## src/rtl/bcd_pkg.sv

```systemverilog
// Shared BCD definitions used by bcd_bin and bin_bcd: FSM encoding, digit
// geometry and range limits.
package bcd_pkg;

    localparam int DIGIT_W = 4;
    localparam int HUND_W  = 2;

    localparam logic [7:0] BIN_MAX   = 8'd255;
    localparam logic [3:0] DIGIT_MAX = 4'd9;

    localparam logic [1:0] ST_IDLE = 2'd0;
    localparam logic [1:0] ST_HUND = 2'd1;
    localparam logic [1:0] ST_TENS = 2'd2;
    localparam logic [1:0] ST_ONES = 2'd3;

    function automatic logic digit_bad(input logic [DIGIT_W-1:0] d);
        return (d > DIGIT_MAX);
    endfunction

endpackage

```

## src/rtl/bcd_mul10_add.sv

```systemverilog
// Combinational acc*10 + digit using shifts and adds only.
module bcd_mul10_add
    import bcd_pkg::*;
(
    input  logic [8:0]         acc,
    input  logic [DIGIT_W-1:0] digit,
    output logic [8:0]         result
);

    assign result = (acc << 3'd3) + (acc << 3'd1) + {5'b0_0000, digit};

endmodule

```

## src/rtl/bcd_bin.sv

```systemverilog
// Sequential 3-digit BCD to 8-bit binary converter, one multiply-by-10
// accumulate step per digit (hundreds, tens, ones).
module bcd_bin
    import bcd_pkg::*;
#(
    parameter bit SAT_EN = 1'b1,
    parameter int BCD_W  = 10,
    parameter int BIN_W  = 8
) (
    input  logic             clk,
    input  logic             rst_n,
    input  logic [BCD_W-1:0] bcd_in,
    input  logic             din_vld,
    output logic             busy,
    output logic [BIN_W-1:0] bin_out,
    output logic             dout_vld,
    output logic             ovf,
    output logic             err
);

    logic [1:0]         state_r;
    logic [BCD_W-1:0]   bcd_r;
    logic [8:0]         acc_r;
    logic               busy_r;
    logic [BIN_W-1:0]   bin_out_r;
    logic               dout_vld_r;
    logic               ovf_r;
    logic               err_r;

    logic [DIGIT_W-1:0] digit_s;
    logic [8:0]         mul_s;
    logic               err_s;
    logic               ovf_s;
    logic [BIN_W-1:0]   res_s;

    // Digit feeding the shared multiply-accumulate, chosen by the current step.
    // acc is zero in HUND, so acc*10 + hundreds reduces to the hundreds digit.
    always_comb begin
        digit_s = {DIGIT_W{1'b0}};
        case (state_r)
            ST_HUND: digit_s = {{(DIGIT_W-HUND_W){1'b0}}, bcd_r[9:8]};
            ST_TENS: digit_s = bcd_r[7:4];
            ST_ONES: digit_s = bcd_r[3:0];
            default: digit_s = {DIGIT_W{1'b0}};
        endcase
    end

    bcd_mul10_add u_mul10 (
        .acc    (acc_r),
        .digit  (digit_s),
        .result (mul_s)
    );

    assign err_s = digit_bad(bcd_r[7:4]) | digit_bad(bcd_r[3:0]);

    // Final result shaping: an invalid digit forces a clean zero result.
    always_comb begin
        ovf_s = 1'b0;
        res_s = mul_s[7:0];
        if (err_s) begin
            ovf_s = 1'b0;
            res_s = {BIN_W{1'b0}};
        end else if (mul_s > {1'b0, BIN_MAX}) begin
            ovf_s = 1'b1;
            res_s = SAT_EN ? BIN_MAX : mul_s[7:0];
        end else begin
            ovf_s = 1'b0;
            res_s = mul_s[7:0];
        end
    end

    // Conversion FSM and registered outputs; din_vld only matters in IDLE.
    always_ff @(posedge clk) begin
        if (!rst_n) begin
            state_r    <= ST_IDLE;
            bcd_r      <= {BCD_W{1'b0}};
            acc_r      <= 9'd0;
            busy_r     <= 1'b0;
            bin_out_r  <= {BIN_W{1'b0}};
            dout_vld_r <= 1'b0;
            ovf_r      <= 1'b0;
            err_r      <= 1'b0;
        end else begin
            dout_vld_r <= 1'b0;
            case (state_r)
                ST_IDLE: begin
                    if (din_vld) begin
                        bcd_r   <= bcd_in;
                        acc_r   <= 9'd0;
                        busy_r  <= 1'b1;
                        state_r <= ST_HUND;
                    end
                end
                ST_HUND: begin
                    acc_r   <= mul_s;
                    state_r <= ST_TENS;
                end
                ST_TENS: begin
                    acc_r   <= mul_s;
                    state_r <= ST_ONES;
                end
                ST_ONES: begin
                    bin_out_r  <= res_s;
                    ovf_r      <= ovf_s;
                    err_r      <= err_s;
                    dout_vld_r <= 1'b1;
                    busy_r     <= 1'b0;
                    state_r    <= ST_IDLE;
                end
                default: begin
                    busy_r  <= 1'b0;
                    state_r <= ST_IDLE;
                end
            endcase
        end
    end

    assign busy     = busy_r;
    assign bin_out  = bin_out_r;
    assign dout_vld = dout_vld_r;
    assign ovf      = ovf_r;
    assign err      = err_r;

endmodule
```

## config.mk

```make
export PLATFORM = sky130hd
export DESIGN_NAME = bcd_bin
export DESIGN_NICKNAME = d
export VERILOG_FILES = /design/src/rtl/bcd_pkg.sv /design/src/rtl/bcd_mul10_add.sv /design/src/rtl/bcd_bin.sv
export SDC_FILE = /design/constraint.sdc
export NUM_CORES = 1
export LEC_CHECK = 0
export BUFFER_PORTS_ARGS = -buffer_cell sky130_fd_sc_hd__buf_2
export CAP_MARGIN = 40
export CORE_MARGIN = 2
export CORE_UTILIZATION = 60
export DETAILED_ROUTE_END_ITERATION = 8
export MAX_ROUTING_LAYER = met4
export PLACE_DENSITY = 0.91
export SLEW_MARGIN = 20
export SYNTH_ARGS = -nofsm -noshare
export SYNTH_HDL_FRONTEND = slang
export SYNTH_HIERARCHICAL = 1
export SYNTH_SLANG_ARGS = --single-unit
```

## constraint.sdc

```tcl
create_clock -name clk -period 9.8 [get_ports clk]
set_input_delay 0.98 -clock clk [delete_from_list [all_inputs] [get_ports clk]]
set_output_delay 0.98 -clock clk [all_outputs]
set_load 0.01 [all_outputs]
```

-- Word level (Yosys, flattened, before mapping)
Index checks and enable logic that the tools add are counted.
Widths: inputs -> output; s select.
- bits in registers: 32
- input port bits: 13
- output and inout port bits: 12
- logic and storage cells: 37
- add/sub/neg operators: 2
- magnitude comparators: 3
- eq/ne operators: 4
- multiplexer cells: 12
- bitwise gates (word level): 1
- reductions and logical operators: 7
- operators with widths (cell ; number):
    $mux 8 ; 3
    $pmux 8 s2 ; 1
    $pmux 4 s3 ; 1
    $add 9x4->9 ; 1
    $add 9x9->9 ; 1
    $gt 9x8->1 const B ; 1
    $gt 4x4->1 const B ; 2
    $pmux 2 s4 ; 1
    $reduce_and 2->1 ; 3
    $eq 2x2->1 const B ; 2
    $mux 1 ; 4
    $reduce_bool 2->1 ; 2
    $eq 2x1->1 const B ; 1
    $logic_not 2->1 ; 1
    $mux 2 ; 1
    $ne 2x2->1 const B ; 1
    $pmux 1 s2 ; 1
    $reduce_or 2->1 ; 1
    $or 1x1->1 ; 1

-- Logic depth before layout (Yosys ltp)
Gate-level depths: netlist (run 1).
- depth in word-level cells: 6
- depth in mapped cells: 17
- gate-level depth less buffers: 15

-- Cells and area by module
The synthesis (run 1) kept the hierarchy.
- by module, submodules not included (module ; instances ; cells an instance ; area each (µm²) ; seq. area each (µm²)):
    bcd_bin ; 1 ; 142 ; 1300.0 ; 660.6
    bcd_mul10_add ; 1 ; 41 ; 362.8 ; 0.0

-- Worst setup path before layout (run 1)
No wires, ideal clock.
- path type: reg-to-reg
- start point: reg state_r[0]
- end point: reg bin_out_r[0] (netlist: bin_out[0])
- setup time: 118 ps
- arrival time: 3018 ps
- required time: 9682 ps
- slack: 6664 ps
- cell stages (with the launch flop): 18
- buffers on the path: 3
- clock period less this slack: 3136 ps
- path through: dfxtp_1 ha_1 buf_2 buf_2 a22oi_1 nor2_1 inv_1 fa_1 inv_1 fa_1 a211oi_2 o21bai_1 a21oi_2 xnor2_1 nand2b_1 buf_2 o22ai_1 nor2_1
- word-level cells in the longest chain between the ends: 6
- elaborated cells on any way between the ends: 8
- classes of those cells: 1 x add/sub; 1 x order compare; 3 x eq/ne; 3 x mux
- RTL lines (item ; line ; source):
    start: declaration ; bcd_bin.sv:21 ; logic [1:0] state_r;
    start signal: assignment ; bcd_bin.sv:75 ; state_r <= ST_IDLE;
    start signal: assignment ; bcd_bin.sv:91 ; state_r <= ST_HUND;
    start signal: assignment ; bcd_bin.sv:96 ; state_r <= ST_TENS;
    $eq 2x2->1 / $eq 2x1->1 (equally long branches) ; bcd_bin.sv:40 ; case (state_r)
    $pmux 4 s3 * ; bcd_bin.sv:40 ;
    net digit_s[3] ; bcd_bin.sv:30 ; logic [DIGIT_W-1:0] digit_s;
    $add 9x4->9 * ; bcd_mul10_add.sv:10 ; assign result = (acc << 3'd3) + (acc << 3'd1) + {5'b0_0000, digit};
    net mul_s[8] ; bcd_bin.sv:31 ; logic [8:0] mul_s;
    $gt 9x8->1 * ; bcd_bin.sv:63 ; end else if (mul_s > {1'b0, BIN_MAX}) begin
    $mux 8 * ; bcd_bin.sv:63 ;
    $mux 8 * ; bcd_bin.sv:60 ; if (err_s) begin
    end signal: assignment ; bcd_bin.sv:79 ; bin_out_r <= {BIN_W{1'b0}};
    end signal: assignment ; bcd_bin.sv:103 ; bin_out_r <= res_s;
    end: declaration ; bcd_bin.sv:25 ; logic [BIN_W-1:0] bin_out_r;
Mark *: on every way through the listed nets, which the timed path passes. The rest lies on a longest branch.
A chain may end at the register's enable or synchronous reset.

-- Worst setup path after layout (run 1)
- start point: reg state_r[0]
- end point: reg bin_out_r[7] (netlist: bin_out[7])
The elaborated chain is that of the path after synthesis.

==> results of run 1 <==
-- report_power, final --
| part | internal, W | switching [W] |
|---|---|---|
| registers | 0.000151 | 0.0000154 |
| clock network | 0.0000354 | 0.0000402 |
| logic | 0.0000490 | 0.0000813 |
-- final cells by class --
cell class / instances / area share (%)
clock buffers: 8 / 3.30
inverters: 9 / 1.90
multi-input cells: 129 / 50.0
flip-flops and latches: 32 / 36.0
well taps: 30 / 2.11
repair buffers: 24 / 6.74
-- metrics by stage --
stage / power, W / setup slack (ps) / utilization, % / cells / instance area [um2]
3_5_place_dp: 0.000298 / 6260 / 68.3 / 224 / 1720
3_3_place_gp: 0.000291 / 6460 / 68.3 / 224 / 1720
6_report: 0.000372 / 6200 / 70.6 / 232 / 1780
4_1_cts: 0.000372 / 6230 / 70.6 / 232 / 1780
2_1_floorplan: 0.000277 / 6680 / - / 180 / 1630
5_1_grt: 0.000397 / 5920 / 70.6 / 232 / 1780
-- state kept, by name (all words and copies together), names as in the netlist --
name	cells
acc_r	8
bcd_r	10
bin_out	8
busy	1
dout_vld	1
err	1
ovf	1
state_r	2
-- layer usage --
layer / wire length, um / GRT usage, % / vias up
li1: - / - / 672
met2: 1500 / 36.6 / 38
met5: 0 / - / -
met3: 187 / 9.30 / 7
met1: 1480 / 26.2 / 634
met4: 42 / 8.16 / 0
-- worst paths after layout --
| kind | from | endpoint | slack [ps] | cells after the start |
|---|---|---|---|---|
| min reg2reg | bcd_r[9] | bcd_r[9] | 470 | 2 |
| max reg2reg | state_r[0] | bin_out[7] | 6200 | 14 |
| min | bcd_r[9] | bcd_r[9] | 470 | 2 |
| max | state_r[0] | bin_out[7] | 6200 | 14 |
-- tightest hold or removal path, cell delays in order (launching register included) --
cell	delay, ps
dfxtp_1	320
nand2_1	50
a21oi_1	50
==> metrics.yaml, run 1 <==
setup_path:
  worst_ep_arrival_time_ps: 3870
  path_delay_family: "adder cells"
  slowest_delay_ps: 590
  path_cells: "ha_1, a22oi_1, nor2_1, inv_1, fa_1, inv_1, fa_1, a211oi_2, o21bai_1, a21oi_2, xnor2_1, nand2b_1, o22ai_1, nor2_1"
  slowest_stage: "ha_1"
  crit_path_start_kind: "flip-flop"
  critPathMaxFanout: 19
  end_kind: "flip-flop"
  cp_num_buf_inv: 2
  crit_required_ps: 10060
  critical_path_class: "reg2reg"
detailed_routing:
  drc_errors: 0
  avgViaCountPerCell: 5.82
  first_iter_violations: 63
  dr.pass1.iters: 4
  ant_nets: 0
  wl_per_cell_um: 13.8
  vias: 1351
  wl_mm: 3.20
placement:
  place_congestion: 0.873
  portBuffers: 24
  place_hpwl_mm: 2.46
sta:
  rsz0062_at_grt: "no"
  hold_viol: 0
  setup_viol: 0
  min_period_ps: 3600
  slew_viol_final: 0
  final.period_utilization_pct: 36.8
  finalSetupTns_ps: 0
  relSlewSlack_pct: 57.6
  worstMarginPinSlew_ps: 637
  fmax_mhz: 278
  fin_skew_ps: 10.3
  holdWs_ps: 471
logic_synthesis:
  synth_cells: 180
  netlist_area_mm2: 0.00163
  synth.net_count: 211
  synth.avg_cell_area_um2: 9.06
  ys_warn_count: 6
floorplanning:
  initial_core_util_pct: 64.6
  core_area_mm2: 0.00252
  dieHeight_um: 56.1
  fp-row-count: 18
  die_area_mm2: 0.00315
  die_w_um: 56.1
  ios: 25
layout:
  layout_commonest_cell: "dfxtp_1"
  multiInputGateArea_um2: 891
  fillerInstances: 181
  n_antenna_cell: 0
  area_delta_synth_final_pct: 9.29
  register_area_um2: 641
  fin_nets: 232
  final_cell_mix: "dfxtp_1, nor2_1, buf_2"
  layout-drive-gt1-share_pct: 17.3
global_routing:
  grt_pass1_wl_mm: 5.45
  grt_max_degree: 22
  grt_pass1_vias: 1265
  antenna_found_initial: 0
  grt_usage_pct: 23.0
  overflow: 0
run:
  drv_cap: 0
pwr:
  p_per_area_mw_per_mm2: 209
  peakVddDrop_mv: 0.158
  power_leakage_nw: 0.804
clocking:
  cts.repair.resized: 0
  clkLatencyLatePin_ps: 320
  numCtsBuffers: 5
  postCtsSetupBuffers: 0
  clock_path_buffers: 2
  cts_sinks: 32
  tritoncts: "done"
  cts_max_level: 2
  clk_pin_slew_ps: 90
  hold_buffers: 0
  cts-root-buf: "clkbuf_4"
run_status:
  outcome: "completed"
hold_path:
  min_path_type: "reg2reg"
Power figures use the tool's default switching activity.
==> run 2, diff against run 1 <==
--- a/config.mk
+++ b/config.mk
@@ -8,10 +8,10 @@
 export BUFFER_PORTS_ARGS = -buffer_cell sky130_fd_sc_hd__buf_2
 export CAP_MARGIN = 40
 export CORE_MARGIN = 2
-export CORE_UTILIZATION = 60
+export CORE_UTILIZATION = 56
 export DETAILED_ROUTE_END_ITERATION = 8
 export MAX_ROUTING_LAYER = met4
-export PLACE_DENSITY = 0.91
+export PLACE_DENSITY = 0.87
 export SLEW_MARGIN = 20
 export SYNTH_ARGS = -nofsm -noshare
 export SYNTH_HDL_FRONTEND = slang
==> constraint.sdc (replaced) <==
create_clock -name clk -period 3.6 [get_ports clk]
set_input_delay 0.36 -clock clk [delete_from_list [all_inputs] [get_ports clk]]
set_output_delay 0.36 -clock clk [all_outputs]
set_load 0.01 [all_outputs]
==> run 2 against run 1 <==
Total power grew to 2.8 times the previous value. Routed wire length is 0.19% lower. Worst hold slack lost 230 ps. First-iteration DRC count increased by 11%. Largest cell class unchanged. Sequential power grew to 2.7 times the previous value. Highest routed layer unchanged. Non-clock buffer count up 1. Global-route usage down 0.63 points. Combinational power increased to 2.8 times the previous value. Clock power grew to 3.0 times the previous value. Design area grew 0.84%. Critical path type unchanged.
==> metrics.yaml, run 2 (synthesis results as in run 1) <==
run_status:
  outcome: "completed"
setup_path:
  critical_path_class: "reg2reg"
  worst_ep_arrival_time_ps: 3600  # -270 ps
  path_delay_family: "adder cells"
  crit_path_start_kind: "flip-flop"
  slowest_stage: "fa_1"
  path_cells: "inv_1, ha_1, nor2_1, inv_1, fa_1, inv_1, fa_1, a211oi_2, o21bai_1, a21oi_2, xnor2_1, nand2b_1, o22ai_1, nor2_1"
  reg2reg_from: "state_r[0]"
  end_kind: "flip-flop"
  critical_path.most_common_cell: "inv_1"
  crit_required_ps: 3890  # -6170 ps
  slowest_delay_ps: 490  # -100 ps
  critPathLaunch: "state_r[0]"
  cp_num_buf_inv: 3  # +1
  critPathMaxFanout: 11  # -8
sta:
  worstMarginPinSlew_ps: 613  # -23.4 ps
  rsz0062_at_grt: "no"
  fin_skew_ps: 9.34  # -0.985 ps
  fmax_mhz: 302  # +8.9%
  relSlewSlack_pct: 59.1  # +1.5 points
  holdWs_ps: 239  # -232 ps
  min_period_ps: 3310  # -296 ps
  hold_viol: 0  # unchanged
  slew_viol_final: 0  # unchanged
  setup_ws_ps: 293  # -5900 ps
  finalSetupTns_ps: 0  # unchanged
  setup_viol: 0  # unchanged
  final.period_utilization_pct: 91.9  # +55 points
detailed_routing:
  ant_nets: 0  # unchanged
  dr.pass1.iters: 4  # unchanged
  wl_per_cell_um: 13.7  # -0.62%
  first_iter_violations: 70  # +11%
  vias: 1349  # -0.15%
  avgViaCountPerCell: 5.79  # -0.58%
  drc_errors: 0  # unchanged
  wl_mm: 3.20  # -0.19%
pwr:
  peakVddDrop_mv: 0.590  # +270%
  p_per_area_mw_per_mm2: 581  # +180%
  totalPowerFinal_w: 0.00104  # +180%
  power_leakage_nw: 0.815  # +1.3%
clocking:
  tritoncts: "done"
  cts_max_level: 2  # unchanged
  clock_path_buffers: 2  # unchanged
  clk_pin_slew_ps: 90  # about the same
  clkLatencyLatePin_ps: 350  # +30 ps
  hold_buffers: 0  # unchanged
  cts_sinks: 32  # unchanged
  postCtsSetupBuffers: 0  # unchanged
  numCtsBuffers: 5  # unchanged
  cts.repair.resized: 0  # unchanged
  cts-root-buf: "clkbuf_4"
run:
  drv_cap: 0  # unchanged
placement:
  place_ws_ps: 344  # -5920 ps
  placed_area_mm2: 0.00173  # +0.51%
  place_hpwl_mm: 2.44  # -0.89%
  place_congestion: 0.891  # +2.1%
  portBuffers: 24  # unchanged
floorplanning:
  die_w_um: 58.0  # +3.3%
  fp-row-count: 19  # +1
  die_area_mm2: 0.00336  # +6.6%
  initial_core_util_pct: 59.1  # -5.5 points
  dieHeight_um: 58.0  # +3.3%
  core_area_mm2: 0.00276  # +9.3%
  ios: 25  # unchanged
hold_path:
  min_path_type: "in2reg"
  hp-start: "bcd_in[3]"
layout:
  n_antenna_cell: 0  # unchanged
  final_cell_mix: "dfxtp_1, nor2_1, buf_2"
  max_flop_register: "bcd_r"
  layout-drive-gt1-share_pct: 18.3  # +0.99 points
  area_delta_synth_final_pct: 10.2
  largest_reg_flops: 10  # unchanged
  layout_commonest_cell: "dfxtp_1"
  finalInstanceArea_mm2: 0.00180  # +0.84%
  fin_nets: 233  # +0.43%
global_routing:
  overflow: 0  # unchanged
  antenna_found_initial: 0  # unchanged
  grt_pass1_wl_mm: 5.49  # +0.75%
  grt_pass1_vias: 1289  # +1.9%
  grt_usage_pct: 22.4  # -0.63 points
  grt_max_degree: 22  # unchanged
-- run 2: changes by cell type in the layout (fill, tap and decap cells not counted) --
| cell | change |
|---|---|
| clkbuf_8 | +1 |
| buf_4 | +1 |
| clkbuf_1 | -2 |
-- run 2: cell type report --
| class | count | area, um2 |
|---|---|---|
| fill | 218 | 961 |
| multi-input combinational | 129 | 891 |
| sequential | 32 | 641 |
| timing repair buffer | 25 | 128 |
| clock buffer | 7 | 65.1 |
| tap | 31 | 38.8 |
| inverter | 9 | 33.8 |
-- run 2: path summary, 6_finish.rpt --
path / slack [ps] / endpoint / cells after the start
setup / recovery: 290 / bin_out[6] / 14
hold / removal: 240 / bcd_r[3] / 3
setup reg to reg: 290 / bin_out[6] / 14
hold reg to reg: 470 / bcd_r[4] / 2
-- run 2: per-layer routing --
layer  GRT usage [%]  wire length (um)  vias up
met4            13.3                85        0
met5               -                 0        -
met1            27.6              1510      636
met3            4.69               157        8
met2            33.8              1450       33
li1                -                 -      672
-- run 2: stage by stage --
step	utilization, %	cells
after detailed placement	62.8	226
after floorplan	-	180
after global routing	65.2	233
after global placement	62.8	226
after CTS	65.2	233
final	65.2	233
-- run 2: worst min-delay path, delay by kind of cell --
kind	cells	cell delay, ps
buf+inv	1	90
simple gates	1	40
compound gates	1	50
-- run 2: where the power goes --
group | leakage (nW) | internal [W] | total (W) | switching (W)
clock | 0.0374 | 0.000110 | 0.000229 | 0.000118
sequential | 0.260 | 0.000411 | 0.000452 | 0.0000410
combinational | 0.517 | 0.000136 | 0.000362 | 0.000227
